===== src/rtl/risc8_fetch_pkg.sv =====
// risc8_fetch_pkg: shared RISC-8 instruction classes and two-word opcode detection
package risc8_fetch_pkg;

    localparam logic [9:0] LDS_STS_MATCH  = 10'b100100_0000;
    localparam logic [8:0] JMP_CALL_MATCH = 9'b1001010_11;

    typedef enum logic [1:0] {
        POP_NONE = 2'd0,
        POP_ONE  = 2'd1,
        POP_TWO  = 2'd2
    } pop_e;

    function automatic logic two_word(input logic [15:0] op);
        return {op[15:10], op[3:0]} == LDS_STS_MATCH || {op[15:9], op[3:2]} == JMP_CALL_MATCH;
    endfunction

endpackage


===== src/rtl/risc8_fetch_if.sv =====
// risc8_fetch_if: program ROM port, decoder handshake and PC redirect bundle
interface risc8_fetch_if #(
    parameter int PC_BITS = 14
);
    logic [PC_BITS-1:0] pmem_addr;
    logic               pmem_re;
    logic [15:0]        pmem_data;
    logic               op_valid;
    logic               op_ready;
    logic [15:0]        opcode;
    logic [15:0]        opcode2;
    logic [PC_BITS-1:0] op_pc;
    logic               op_len2;
    logic               jump_valid;
    logic [PC_BITS-1:0] jump_addr;

    modport master (
        output pmem_addr, pmem_re, op_valid, opcode, opcode2, op_pc, op_len2,
        input  pmem_data, op_ready, jump_valid, jump_addr
    );

    modport slave (
        input  pmem_addr, pmem_re, op_valid, opcode, opcode2, op_pc, op_len2,
        output pmem_data, op_ready, jump_valid, jump_addr
    );
endinterface


===== src/rtl/risc8_fetch_fifo.sv =====
// risc8_fetch_fifo: shift-style {word,pc} prefetch buffer, pop 0/1/2 and push 0/1 per cycle
module risc8_fetch_fifo
    import risc8_fetch_pkg::*;
#(
    parameter int PC_BITS = 14,
    parameter int DEPTH   = 3,
    localparam int CW     = $clog2(DEPTH + 1)
) (
    input  logic               clk,
    input  logic               reset,
    input  logic               flush,
    input  logic               push,
    input  logic [15:0]        push_word,
    input  logic [PC_BITS-1:0] push_pc,
    input  pop_e               pop,
    output logic [CW-1:0]      count,
    output logic [15:0]        head_word,
    output logic [PC_BITS-1:0] head_pc,
    output logic [15:0]        next_word
);
    logic [15:0]        word_q [DEPTH];
    logic [PC_BITS-1:0] pc_q   [DEPTH];
    logic [15:0]        word_x [DEPTH+2];
    logic [PC_BITS-1:0] pc_x   [DEPTH+2];
    logic [15:0]        word_d [DEPTH];
    logic [PC_BITS-1:0] pc_d   [DEPTH];
    logic [CW-1:0]      count_q;
    logic [CW-1:0]      wr_idx;

    assign wr_idx     = count_q - CW'(pop);
    assign word_x[DEPTH]   = '0;
    assign word_x[DEPTH+1] = '0;
    assign pc_x[DEPTH]     = '0;
    assign pc_x[DEPTH+1]   = '0;

    for (genvar i = 0; i < DEPTH; i++) begin : g_ent
        assign word_x[i] = word_q[i];
        assign pc_x[i]   = pc_q[i];
        assign word_d[i] = (push && wr_idx == CW'(i)) ? push_word :
                           pop == POP_TWO ? word_x[i+2] : pop == POP_ONE ? word_x[i+1] : word_x[i];
        assign pc_d[i]   = (push && wr_idx == CW'(i)) ? push_pc :
                           pop == POP_TWO ? pc_x[i+2] : pop == POP_ONE ? pc_x[i+1] : pc_x[i];
    end

    // Shift out popped entries and append the captured word behind the survivors
    always_ff @(posedge clk or posedge reset) begin
        if (reset) begin
            count_q <= '0;
            word_q  <= '{default: '0};
            pc_q    <= '{default: '0};
        end else if (flush) begin
            count_q <= '0;
        end else begin
            count_q <= count_q - CW'(pop) + CW'(push);
            word_q  <= word_d;
            pc_q    <= pc_d;
        end
    end

    assign count     = count_q;
    assign head_word = word_q[0];
    assign head_pc   = pc_q[0];
    assign next_word = word_q[1];
endmodule


===== src/rtl/risc8_fetch.sv =====
// risc8_fetch: ROM prefetch with two-word instruction assembly and redirect squash
module risc8_fetch
    import risc8_fetch_pkg::*;
#(
    parameter int PC_BITS = 14,
    parameter int DEPTH   = 3
) (
    input logic            clk,
    input logic            reset,
    risc8_fetch_if.master  bus
);
    localparam int CW = $clog2(DEPTH + 1);

    logic [PC_BITS-1:0] fetch_pc;
    logic [PC_BITS-1:0] rd_pc;
    logic               inflight;
    logic [CW-1:0]      count;
    logic [15:0]        head_word;
    logic [15:0]        next_word;
    logic [PC_BITS-1:0] head_pc;
    logic               len2;
    logic               accept;
    pop_e               pop;

    assign len2          = two_word(head_word);
    assign bus.op_valid  = count != '0 && (!len2 || count >= CW'(2));
    assign accept        = bus.op_valid && bus.op_ready && !bus.jump_valid;
    assign pop           = !accept ? POP_NONE : len2 ? POP_TWO : POP_ONE;
    assign bus.pmem_re   = !reset && (bus.jump_valid || int'(count) + int'(inflight) - int'(pop) < DEPTH);
    assign bus.pmem_addr = bus.jump_valid ? bus.jump_addr : fetch_pc;
    assign bus.opcode    = head_word;
    assign bus.opcode2   = len2 ? next_word : '0;
    assign bus.op_pc     = head_pc;
    assign bus.op_len2   = len2;

    // Advance the fetch pointer on every issued read; a redirect read replaces any outstanding one
    always_ff @(posedge clk or posedge reset) begin
        if (reset) begin
            fetch_pc <= '0;
            rd_pc    <= '0;
            inflight <= 1'b0;
        end else begin
            inflight <= bus.pmem_re;
            if (bus.pmem_re) begin
                fetch_pc <= bus.pmem_addr + PC_BITS'(1);
                rd_pc    <= bus.pmem_addr;
            end
        end
    end

    risc8_fetch_fifo #(
        .PC_BITS (PC_BITS),
        .DEPTH   (DEPTH)
    ) u_fifo (
        .clk       (clk),
        .reset     (reset),
        .flush     (bus.jump_valid),
        .push      (inflight),
        .push_word (bus.pmem_data),
        .push_pc   (rd_pc),
        .pop       (pop),
        .count     (count),
        .head_word (head_word),
        .head_pc   (head_pc),
        .next_word (next_word)
    );
endmodule


===== src/flat_wrapper.sv =====
// flat-port wrapper written by rule: the top's interface ports become plain ports
module risc8_fetch_flat import risc8_fetch_pkg::*;
#(
    parameter int PC_BITS = 14,
    parameter int DEPTH   = 3
)
  (clk, reset, bus_pmem_addr, bus_pmem_re, bus_op_valid, bus_opcode, bus_opcode2, bus_op_pc, bus_op_len2, bus_pmem_data, bus_op_ready, bus_jump_valid, bus_jump_addr);
  risc8_fetch_if #(.PC_BITS(PC_BITS)) bus_i ();
  input logic clk;
  input logic reset;
  output wire logic [$bits(bus_i.pmem_addr)-1:0] bus_pmem_addr;
  output wire logic [$bits(bus_i.pmem_re)-1:0] bus_pmem_re;
  output wire logic [$bits(bus_i.op_valid)-1:0] bus_op_valid;
  output wire logic [$bits(bus_i.opcode)-1:0] bus_opcode;
  output wire logic [$bits(bus_i.opcode2)-1:0] bus_opcode2;
  output wire logic [$bits(bus_i.op_pc)-1:0] bus_op_pc;
  output wire logic [$bits(bus_i.op_len2)-1:0] bus_op_len2;
  input wire logic [$bits(bus_i.pmem_data)-1:0] bus_pmem_data;
  input wire logic [$bits(bus_i.op_ready)-1:0] bus_op_ready;
  input wire logic [$bits(bus_i.jump_valid)-1:0] bus_jump_valid;
  input wire logic [$bits(bus_i.jump_addr)-1:0] bus_jump_addr;
  assign bus_pmem_addr = bus_i.pmem_addr;
  assign bus_pmem_re = bus_i.pmem_re;
  assign bus_op_valid = bus_i.op_valid;
  assign bus_opcode = bus_i.opcode;
  assign bus_opcode2 = bus_i.opcode2;
  assign bus_op_pc = bus_i.op_pc;
  assign bus_op_len2 = bus_i.op_len2;
  assign bus_i.pmem_data = bus_pmem_data;
  assign bus_i.op_ready = bus_op_ready;
  assign bus_i.jump_valid = bus_jump_valid;
  assign bus_i.jump_addr = bus_jump_addr;
  risc8_fetch #(.PC_BITS(PC_BITS), .DEPTH(DEPTH)) u_core (.clk(clk), .reset(reset), .bus(bus_i));
endmodule

===== config.mk =====
export PLATFORM = sky130hd
export DESIGN_NAME = risc8_fetch_flat
export DESIGN_NICKNAME = d
export VERILOG_FILES = /design/src/rtl/risc8_fetch_pkg.sv /design/src/rtl/risc8_fetch_if.sv /design/src/rtl/risc8_fetch_fifo.sv /design/src/rtl/risc8_fetch.sv /design/src/flat_wrapper.sv
export SDC_FILE = /design/constraint.sdc
export NUM_CORES = 1
export LEC_CHECK = 0
export CORE_AREA = 2 2 109 111
export CTS_CLUSTER_DIAMETER = 80
export DETAILED_ROUTE_END_ITERATION = 6
export DIE_AREA = 0 0 111 113
export GPL_TIMING_DRIVEN = 0
export PLACE_DENSITY = 0.84
export SLEW_MARGIN = 25
export SYNTH_ARGS = -nofsm -noshare
export SYNTH_HDL_FRONTEND = slang
export SYNTH_SLANG_ARGS = --single-unit

===== constraint.sdc =====
create_clock -name clk -period 15.85 [get_ports clk]
set_input_delay 4.755 -clock clk [delete_from_list [all_inputs] [get_ports clk]]
set_output_delay 4.755 -clock clk [all_outputs]
set_load 0.005 [all_outputs]

==> implementation parameters <==
Parameter                              Value

Routing
  Count of routing violations after the opening detailed-route iteration    596
  Avg Vias per Cell    roughly 6.1
  Number of iterations in the first detailed-routing pass    6
  Met2 Wirelength    roughly 9.0 mm
  M1 wire length    around 7.3 mm
  Detailed-route via count    roughly 5800
  Sum of routed wire length over all layers    18.3 mm
  Highest signal layer in the routed design    met4
  Wirelength per Cell    slightly below 20 um
  DRC violations left    0
  Remaining antenna violation count after routing    0
  Met3 wire length    ~1.5 mm

Timing
  Maximum clock rate    between 70 and 80 MHz
  Sum Neg Setup Slack    0 ns
  Final critical delay including setup and external delays    13.57 ns
  Number of endpoints with negative hold slack in the final report    0
  Final setup viols    0
  Worst-case headroom to the max-slew limit    approximately 58%
  Setup repair after global routing missed its margin    false
  Max-slew violations    0
  Measured slew at the worst slew-check pin    approximately 0.63 ns
  Clock Skews    just over 0.007 ns
  Final critical-path share of the clock period    between 80% and 90%

Global route
  Wire length of the first global-routing pass    30.0 mm
  Gr ovfl total    0
  Overall track demand over capacity in global routing    30.2%
  Pin count of the biggest net entering global routing    79
  Vias in the first global route    around 6000
  Initial antenna violation count    0

Yosys
  Synth Area in Simple Gates    14.5%
  Multiplexer share of the synthesized area    7.25%
  Per-instance average area after synthesis    9.80 sq um
  Xor and xnor area share after synthesis    about 2.2%
  Synthesis Warnings    0
  Dominant combinational cell family by area after synthesis    compound AO/OA/AOI/OAI gates
  Number of flops mapped to enable cells by yosys    0
  Number of distinct standard cells referenced by the synthesized netlist    50
  Share of async-settable or async-resettable flops after synthesis    100%
  Sequential area share after synthesis    around 46%
  Mapped cell area    roughly 6600 sq um
  Count of state elements after synthesis    ~120
  Mapped Nets    between 700 and 800
  Synth Area in Compound Gates    a little under a fifth
  Adder and majority cell fraction of the synthesized area    between 1.5 and 2%
  Most frequently used flop master after synthesis    dfrtp_1
  Number of instances in the synthesized netlist    roughly 670

Job
  Number of max-cap violations    0

Finish
  Multi-input gate area in the final layout    about 2900 sq um
  Cell area after layout    8380 sq um
  Total inserted antenna cells    0
  Area Overhead vs Synth    27.1%
  Fill cells    ~780
  Layout cells sized above 1    16.2%
  Final net count    832
  Sequential standard cell area    3030 sq um

Setup path
  Critical Path Max Stage Delay    approximately 0.60 ns
  Startpoint of the lowest-slack register-to-register path    u_core.u_fifo.head_word[0]$_DFFE_PP0P_
  Length in cells of the worst reg-to-reg path    12
  Register-to-register setup slack    between 10 and 15 ns
  Crit path from    bus_jump_valid
  Critical Path Sink Type    output port
  Worst-path cell with the longest stage delay    clkdlybuf4s50_1
  Worst-path fanout max    11
  Required arrival time at the worst endpoint    approximately 11 ns
  Type of the worst setup path    in -> out
  Crit path cell chain    clkdlybuf4s50_1 -> buf_2 -> nor4_1 -> nand2_1 -> inv_1 -> buf_2 -> fa_1 -> ha_1 -> nor3b_1 -> nor2_1 -> a21o_1 -> clkbuf_1 -> inv_1 -> clkbuf_1 -> clkdlybuf4s50_1
  Critical register-to-register path endpoint    u_core.fetch_pc[11]$_DFFE_PP0P_
  Endpoint of the most critical setup path    bus_pmem_re
  Type of origin of the critical path    input port
  WP data arrival    about 9 ns

CTS
  Master cell of the clock root buffer    clkbuf_16
  Total CTS buffers    17
  Clock input transition at the sequential cells of the worst setup and hold paths    0.05 ns
  Clock H-tree levels    4
  Number of resized instances in the post-cts repair step    0
  Clock buffer depth    2
  Buffers inserted during post-CTS setup optimization    0
  Total clock sinks    around 120
  Clock tree from TritonCTS    built
  Quantity of hold-fixing buffers added after cts    0
  Latest clock arrival within the worst-skew pair    approximately 0.42 ns

Floorplanning
  Total number of placement rows    39
  Height of the die    around 110 um
  Die boundary width    approximately 110 um
  Die area    between 10000 and 15000 sq um
  Floorplan core area    11300 sq um
  Starting Density    between 50% and 60%
  Number of primary I/O pins    slightly below 100

Placed design
  Number of input and output port buffers inserted    96
  Half-perimeter wire length of the detailed placement result    between 10 and 15 mm
  Placed Instance Area    7760 sq um
  Routability Congestion    0.923

Power
  Cell leakage power    3.81 nW
  Power density normalized to cell area    ~200 nW/um^2
  IR Drop Worst-Case VDD    around 0.00013 V

Hold path
  Class of the worst hold path    reg -> reg
  Worst hold stages    2

Status
  Status    finished clean
[cell usage after synthesis (2+ instances only)]
cell / count / share of area, %
ha_1: 7 / 1.3
o211ai_1: 2 / 0.23
o22ai_1: 30 / 2.8
nand3b_1: 2 / 0.23
or3_1: 2 / 0.19
o21ai_0: 49 / 3.7
fa_1: 2 / 0.61
nand3_1: 5 / 0.38
mux2i_1: 5 / 0.76
dfrtp_1: 121 / 46
nor2_1: 13 / 0.74
nor2b_1: 3 / 0.28
nor3b_1: 2 / 0.23
xnor2_1: 8 / 1.1
xor2_1: 7 / 0.93
nand2_1: 112 / 6.4
inv_1: 46 / 2.6
a21oi_1: 2 / 0.15
clkbuf_4: 2 / 0.23
a22o_1: 30 / 4.0
buf_2: 15 / 1.1
buf_6: 6 / 1.0
buf_4: 31 / 3.5
clkbuf_1: 25 / 1.4
mux2_2: 38 / 6.5
nand4_1: 2 / 0.19
a21o_1: 3 / 0.34
a32o_1: 31 / 4.7
and3_1: 48 / 4.6
nand2b_1: 3 / 0.28
nor3_1: 2 / 0.15
[final cells by class]
cell class / count / share of cell area (%)
plain buffers: 79 / 5.78
repair buffers: 97 / 11.8
clock buffers: 24 / 5.63
well taps: 143 / 2.14
clock inverters: 8 / 1.70
flip-flops and latches: 121 / 36.1
inverters: 46 / 2.12
multi-input cells: 427 / 34.7
[registers in the layout (all words and copies together) (netlist names)]
register	count
u_core.u_fifo.pc_q	28
u_core.u_fifo.head_word	16
u_core.u_fifo.next_word	16
u_core.u_fifo.word_q	16
u_core.fetch_pc	14
u_core.rd_pc	14
u_core.u_fifo.head_pc	14
u_core.u_fifo.count	2
u_core.inflight	1
[per-stage QoR]
stage	util, %	setup slack [ns]	cells	hold slack (ns)	power (mW)
floorplan	-	4.19	673	0.442	0.991
global placement	68.6	2.43	912	0.459	1.21
detailed placement	68.9	2.35	913	0.465	1.24
CTS	74.3	2.32	945	0.477	1.66
global route	74.3	2.06	945	0.525	1.76
finish	74.3	2.28	945	0.484	1.67
[power breakdown]
group	internal (mW)	switching [mW]	leakage (nW)
Clock	0.271	0.140	0.298
Sequential	0.434	0.106	1.58
Combinational	0.365	0.354	1.93
[kinds of logic after synthesis]
| logic type | Yosys count |
|---|---|
| mux | 43 |
| flops | 121 |
| buf+inv | 125 |
| simple gates | 201 |
| compound gates | 158 |
| fa+ha+maj | 9 |
| xor+xnor | 16 |
[worst min-delay path by stage]
stage | from | slack, ns | to
6_report | u_core.fetch_pc[10]$_DFFE_PP0P_ | 0.48 | u_core.fetch_pc[10]$_DFFE_PP0P_
3_5_place_dp | u_core.fetch_pc[10]$_DFFE_PP0P_ | 0.47 | u_core.fetch_pc[10]$_DFFE_PP0P_
5_1_grt | u_core.u_fifo.pc_q[23]$_DFFE_PP0P_ | 0.52 | u_core.u_fifo.pc_q[23]$_DFFE_PP0P_
3_3_place_gp | u_core.fetch_pc[10]$_DFFE_PP0P_ | 0.46 | u_core.fetch_pc[10]$_DFFE_PP0P_
2_1_floorplan | u_core.fetch_pc[10]$_DFFE_PP0P_ | 0.44 | u_core.fetch_pc[10]$_DFFE_PP0P_
4_1_cts | u_core.fetch_pc[10]$_DFFE_PP0P_ | 0.48 | u_core.fetch_pc[10]$_DFFE_PP0P_
[cell usage in the layout, fill, tap and decap left out, types with 2 or more instances in the layout]
cell	count
dfrtp_1	121
nand2_1	112
clkdlybuf4s50_1	96
o21ai_0	49
and3_1	48
inv_1	45
mux2_2	38
a32o_1	31
buf_4	31
clkbuf_1	30
o22ai_1	30
a22o_1	30
clkbuf_16	17
buf_2	15
nor2_1	13
xnor2_1	8
xor2_1	7
ha_1	7
buf_6	6
nand3_1	5
mux2i_1	5
bufinv_16	4
nand2b_1	3
nor2b_1	3
a21o_1	3
clkinv_2	3
o211ai_1	2
a21oi_1	2
or3_1	2
nor3_1	2
nand4_1	2
clkbuf_4	2
nor3b_1	2
nand3b_1	2
fa_1	2
clkbuf_8	2
[routing by layer]
layer,GRT usage [%],up-vias
met5,0,-
met4,14.1,0
met3,7.66,61
met2,50.6,346
met1,37.0,2824
li1,-,2574
[critical path, delay by kind of cell]
family	cells	cell delay (ns)
buffers and inverters	8	2.66
and+or+nand+nor	4	0.48
adders and majority gates	2	0.72
AOI/OAI and AO/OA	1	0.18
No activity file was read; power rests on OpenSTA's default activity.
